[config.mk]
export PLATFORM = sky130hd
export DESIGN_NAME = cnn_layer_seq
export DESIGN_NICKNAME = d
export VERILOG_FILES = /design/src/rtl/cnn_layer_seq_pkg.sv /design/src/rtl/step_watchdog.sv /design/src/rtl/cnn_layer_seq.sv
export SDC_FILE = /design/constraint.sdc
export NUM_CORES = 1
export LEC_CHECK = 0
export CORE_AREA = 2 2 39 41
export DETAILED_ROUTE_END_ITERATION = 7
export DIE_AREA = 0 0 41 43
export GPL_ROUTABILITY_DRIVEN = 0
export PLACE_DENSITY = 0.74
export SYNTH_ARGS = -nofsm -noshare
export SYNTH_HDL_FRONTEND = slang
export SYNTH_SLANG_ARGS = --single-unit
[constraint.sdc]
create_clock -name clk -period 2.2 [get_ports clk]
set_input_delay 0.55 -clock clk [delete_from_list [all_inputs] [get_ports clk]]
set_output_delay 0.55 -clock clk [all_outputs]
set_load 0.005 [all_outputs]
[src/rtl/cnn_layer_seq_pkg.sv]
// Shared definitions for the CNN layer sequencer: state encoding, memory-select
// codes and the step-ordering helpers used by the top-level FSM.
package cnn_layer_seq_pkg;

    typedef enum logic [2:0] {
        StIdle = 3'd0,
        StConv = 3'd1,
        StPool = 3'd2,
        StFlat = 3'd3,
        StDone = 3'd4,
        StErr  = 3'd5
    } state_e;

    // Memory-select codes, also used by the convolution and max-pool engines.
    localparam logic [2:0] CselNone = 3'b000;
    localparam logic [2:0] CselL0K0 = 3'b001;
    localparam logic [2:0] CselL0K1 = 3'b010;
    localparam logic [2:0] CselL1K0 = 3'b011;
    localparam logic [2:0] CselL1K1 = 3'b100;
    localparam logic [2:0] CselL2   = 3'b101;

    localparam int unsigned WdWidth = 16;

    typedef struct packed {
        state_e state;
        logic   kernel;
    } step_t;

    // Step that follows 'cur' once its done pulse has been accepted.
    function automatic step_t next_step(step_t cur, int unsigned num_kernels);
        step_t nxt;
        nxt.state  = StIdle;
        nxt.kernel = 1'b0;
        case (cur.state)
            StConv: begin
                if (num_kernels > 1 && !cur.kernel) begin
                    nxt.state  = StConv;
                    nxt.kernel = 1'b1;
                end else begin
                    nxt.state = StPool;
                end
            end
            StPool: begin
                if (num_kernels > 1 && !cur.kernel) begin
                    nxt.state  = StPool;
                    nxt.kernel = 1'b1;
                end else begin
                    nxt.state = StFlat;
                end
            end
            StFlat:  nxt.state = StDone;
            default: nxt.state = StIdle;
        endcase
        return nxt;
    endfunction

    // Memory select presented while in step 's'.
    function automatic logic [2:0] csel_code(step_t s);
        logic [2:0] code;
        case (s.state)
            StConv:  code = s.kernel ? CselL0K1 : CselL0K0;
            StPool:  code = s.kernel ? CselL1K1 : CselL1K0;
            StFlat:  code = CselL2;
            default: code = CselNone;
        endcase
        return code;
    endfunction

endpackage

[src/rtl/step_watchdog.sv]
// Step watchdog: counts cycles spent waiting for a step-done pulse and flags
// expiry when the count reaches TIMEOUT. TIMEOUT of zero disables it.
module step_watchdog
    import cnn_layer_seq_pkg::*;
#(
    parameter logic [WdWidth-1:0] TIMEOUT = '0
) (
    input  logic clk,
    input  logic reset,
    input  logic clr,
    input  logic en,
    output logic expired
);

    logic [WdWidth-1:0] cnt_q;

    // Wait counter: cleared on step entry, saturating increment while waiting.
    always_ff @(posedge clk) begin
        if (reset) begin
            cnt_q <= '0;
        end else if (clr) begin
            cnt_q <= '0;
        end else if (en && (cnt_q != {WdWidth{1'b1}})) begin
            cnt_q <= cnt_q + 1'b1;
        end
    end

    // Expiry decode, consumed by the sequencer's next-state logic.
    always_comb begin
        expired = (TIMEOUT != '0) && (cnt_q == TIMEOUT);
    end

endmodule

[src/rtl/cnn_layer_seq.sv]
// CNN layer sequencer: walks conv/pool steps per kernel, then flatten, issuing
// one-cycle start pulses and waiting for matching done pulses. A watchdog moves
// the sequencer into a sticky error state if a step never completes.
module cnn_layer_seq
    import cnn_layer_seq_pkg::*;
#(
    parameter int unsigned        NUM_KERNELS = 2,
    parameter logic [WdWidth-1:0] TIMEOUT     = 16'd0
) (
    input  logic       clk,
    input  logic       reset,
    input  logic       ready,
    output logic       busy,
    output logic       conv_start,
    input  logic       conv_done,
    output logic       pool_start,
    input  logic       pool_done,
    output logic       flat_start,
    input  logic       flat_done,
    output logic       kernel_sel,
    output logic [2:0] csel,
    output logic       err
);

    state_e     state_q;
    logic       kernel_q;
    logic       busy_q;
    logic       err_q;
    logic [2:0] csel_q;
    logic       conv_start_q;
    logic       pool_start_q;
    logic       flat_start_q;

    logic  in_step;
    logic  start_any;
    logic  done_match;
    logic  done_accept;
    logic  begin_job;
    logic  step_enter;
    logic  wd_expired;
    step_t cur;
    step_t nxt;

    // Decode which done pulse is relevant and whether it is accepted; a done in
    // the start-pulse cycle belongs to no step yet and is dropped.
    always_comb begin
        in_step    = (state_q == StConv) || (state_q == StPool) || (state_q == StFlat);
        start_any  = conv_start_q | pool_start_q | flat_start_q;
        done_match = 1'b0;
        case (state_q)
            StConv:  done_match = conv_done;
            StPool:  done_match = pool_done;
            StFlat:  done_match = flat_done;
            default: done_match = 1'b0;
        endcase
        done_accept = in_step && !start_any && done_match;
        begin_job   = (state_q == StIdle) && ready;
        step_enter  = begin_job || done_accept;
    end

    // Next step selection; an accepted done takes priority over watchdog expiry.
    always_comb begin
        cur.state  = state_q;
        cur.kernel = kernel_q;
        nxt        = cur;
        if (begin_job) begin
            nxt.state  = StConv;
            nxt.kernel = 1'b0;
        end else if (done_accept) begin
            nxt = next_step(cur, NUM_KERNELS);
        end else if (in_step && wd_expired) begin
            nxt.state  = StErr;
            nxt.kernel = 1'b0;
        end else if (state_q == StDone) begin
            nxt.state  = StIdle;
            nxt.kernel = 1'b0;
        end
    end

    // Sequencer state and registered outputs, all derived from the next step.
    always_ff @(posedge clk) begin
        if (reset) begin
            state_q      <= StIdle;
            kernel_q     <= 1'b0;
            busy_q       <= 1'b0;
            err_q        <= 1'b0;
            csel_q       <= CselNone;
            conv_start_q <= 1'b0;
            pool_start_q <= 1'b0;
            flat_start_q <= 1'b0;
        end else begin
            state_q      <= nxt.state;
            kernel_q     <= nxt.kernel;
            busy_q       <= (nxt.state == StConv) || (nxt.state == StPool) ||
                            (nxt.state == StFlat) || (nxt.state == StDone);
            err_q        <= (nxt.state == StErr);
            csel_q       <= csel_code(nxt);
            conv_start_q <= step_enter && (nxt.state == StConv);
            pool_start_q <= step_enter && (nxt.state == StPool);
            flat_start_q <= step_enter && (nxt.state == StFlat);
        end
    end

    step_watchdog #(
        .TIMEOUT (TIMEOUT)
    ) u_step_watchdog (
        .clk     (clk),
        .reset   (reset),
        .clr     (step_enter),
        .en      (in_step),
        .expired (wd_expired)
    );

    assign busy       = busy_q;
    assign err        = err_q;
    assign csel       = csel_q;
    assign kernel_sel = kernel_q;
    assign conv_start = conv_start_q;
    assign pool_start = pool_start_q;
    assign flat_start = flat_start_q;

endmodule

==> results.md <==
- TritonCTS Buffers: 3
- Share of cells above drive strength 1: 0.1429
- Max Buffers Root-to-Sink: 2
- CP peak stage delay: 0.65 ns
- Worst-margin pin slew: 0.4451 ns
- CTS tree: done
- Pin count of the biggest net entering global routing: 11
- Post-synthesis sequential area ratio: 0.4147
- DP Wirelength: 922.7 um
- Root buffer cell: clkbuf_4
- Buf/Inv on CP: 0
- Die area: 0.001763 sq mm
- Synth Net Count: 73
- M1 WL: 595 um
- DRT iter0 DRCs: 17
- CP endpoint kind: flip-flop
- Core ar.: 0.001384 sq mm
- Critical path's top delay family: simple AND/OR/NAND/NOR gates
- Clock Latency Late Sink: 0.27 ns
- Min-delay src: state_q[2]
- IO buf count: 14
- Layout area overhead: 32.83%
- Syn Area/Cell: 8.646 sq um
- All-layer global routing usage: 0.1652
- Most common flop cell mapped by yosys: dfxtp_1
- P per Cell Area: 630.7 mW/mm^2
- Setup violators final: 0
- Final #Nets: 91
- Synth Register Bits: 12
- Startpoint Class: flip-flop
- Yosys cell types: 30
- R2r setup slk: 0.15 ns
- Syn. warnings: 0
- Met2 wire len: 579 um
- Tcrit/Tclk final: 0.9314
- Synth Area in Compound Gates: 0.2181
- Hold buffers post-CTS: 0
- Filler cells: 124
- Wire per inst: 12.24 um
- Ports: 15
- LEAKAGE: 0.2870 nW
- Yosys top cell area share: 0.4147
- Post-synthesis adder-cell area fraction: 0
- Critical path class: reg2reg
- Starting density of the core: 0.4186
- Drt total wl: 1.224 mm
- Wire length on met3: 40 um
- Top cell types by occurrence after synthesis: dfxtp_1, nor2_1, o21ai_0
- # Post-CTS Setup Buffers: 0
- Post-DRT Antenna Nets: 0
- Cts repair resizes: 0
- Largest family of logic cells by synthesized area: simple AND/OR/NAND/NOR gates
- Xor/xnor share of the synthesized area: 0
- EDFF count, synth: 0
- Tmin final: 2.049 ns
- H-tree depth: 1
- Top cells by area, synth: dfxtp_1, o21ai_0, nor2_1
- Max Transition Viols Final: 0
- Overall power: 0.0004853 W
- Final Core Density: 0.5561
- Vias in the first global route: 481
- Final hold violation count: 0
- Hold path cells: 2
- Mux cell area share after synthesis: 0
- Clk sink count: 12
- Most common cell in the netlist: dfxtp_1
- RSZ-0062 raised after global routing: false
- Synth Area in Simple Gates: 0.2981
- Final clock skew: 0.004576 ns
- Register Area: 240.2 sq um
- Cell row count: 14
- Worst-path clk slew: 0.08 ns
- Reg2Reg Depth: 5
- Via count: 566
- Worst-path cell with the longest stage delay: or4_1
- Antenna Cells: 0
- Die Width: 41 um
- DRC viols: 0
- Die Ht: 43 um
- Critical path, cell by cell: or4_1, a311o_1, a32oi_2, o21ai_0, and3_1
- Worst Path Arrival: 2.22 ns
- Worst Hold Path EP: pool_start
- Critical Path Fanout Max: 6
- Worst VDD drop: 0.3106 mV
- Mapped Cells: 67
- Area of the multi-input gates: 299.0 sq um
- Reg-to-Reg Start: state_q[2]
- Mapped Area: 579.3 sq um
- DR vias/cell: 5.660
- First-pass GRT wire length: 1.994 mm
- Status: finished clean
- Hold Slack: 0.5825 ns
- Initial antenna violation count: 0
- Worst r2r dst: csel[2]
- Fmax achieved: 488.0 MHz
- Critical Path RT: 2.37 ns
- Max Used Layer: met4
- Biggest area consumer among synthesized cells: dfxtp_1
- Total gr overflow: 0
- Max_cap viols: 0
- Relative slew slack: 0.7008
- Async SR Flop Fraction: 0
- First-pass iteration count of the detailed router: 4
- HP Class: reg2reg
==> report_power, final <==
part           internal, W  total [W]  switching, W
clock             0.000100   0.000176     0.0000756
combinational    0.0000405  0.0000751     0.0000346
sequential        0.000226   0.000234    0.00000783
==> placed cells by master, fill, tap and decap left out, types with 2 or more instances in the layout <==
| cell | count |
|---|---|
| dfxtp_1 | 12 |
| a21boi_1 | 2 |
| nor3_1 | 5 |
| buf_4 | 4 |
| nand2_1 | 4 |
| clkbuf_4 | 3 |
| a21oi_1 | 3 |
| o21ai_0 | 7 |
| nor2_1 | 7 |
| clkdlybuf4s50_1 | 14 |
| nand3b_1 | 3 |
==> stage by stage <==
stage	instance area [sq um]	setup TNS (ns)	setup WS, ns	cells
finish	769.5	0	0.1509	100
global route	769.5	0	0.03795	100
CTS	769.5	0	0.1539	100
detailed placement	733.2	-0.03223	-0.03223	96
global placement	733.2	0	0.01944	96
floorplan	579.3	0	0.1858	67
==> per-layer routing <==
layer,up-vias,GRT usage
met2,12,0.2188
met1,271,0.2370
met4,0,0.08000
li1,281,-
met3,2,0.04712
met5,-,0
==> registers in the layout, indices dropped and copies added, names as in the netlist <==
signal and cells:
busy 1, conv_start 1, csel 3, err 1
flat_start 1, kernel_sel 1, pool_start 1, state_q 3
==> kinds of logic (layout without fill, tap and decap cells) <==
| logic type | after synthesis | count (layout) |
|---|---|---|
| buffers and inverters | 6 | 23 |
| DFF | 12 | 12 |
| AOI/OAI and AO/OA | 18 | 18 |
| and+or+nand+nor | 31 | 31 |
==> layout make-up <==
cell class / count / share of cell area
Clock buffer: 4 / 0.04715
Inverter: 1 / 0.004878
Multi-Input combinational cell: 49 / 0.3886
Sequential cell: 12 / 0.3122
Tap cell: 16 / 0.02602
Timing Repair Buffer: 18 / 0.2211
==> tightest hold or removal path: cells and delay by family, from the launching register on <==
family / cells / cell delay [ns]
buffers and inverters: 1 / 0.15
DFF: 1 / 0.33
and+or+nand+nor: 1 / 0.06
==> worst max path at each step <==
stage / start / endpoint / slack, ns / depth (start not counted)
after global routing: state_q[2] / csel[2] / 0.04 / 5
after global placement: conv_done / csel[2] / 0.02 / 6
after detailed placement: conv_done / csel[2] / -0.03 / 6
after CTS: state_q[2] / csel[2] / 0.15 / 5
final: state_q[2] / csel[2] / 0.15 / 5
after floorplan: state_q[2] / csel[2] / 0.19 / 7
(Power assumes the default switching activity.)
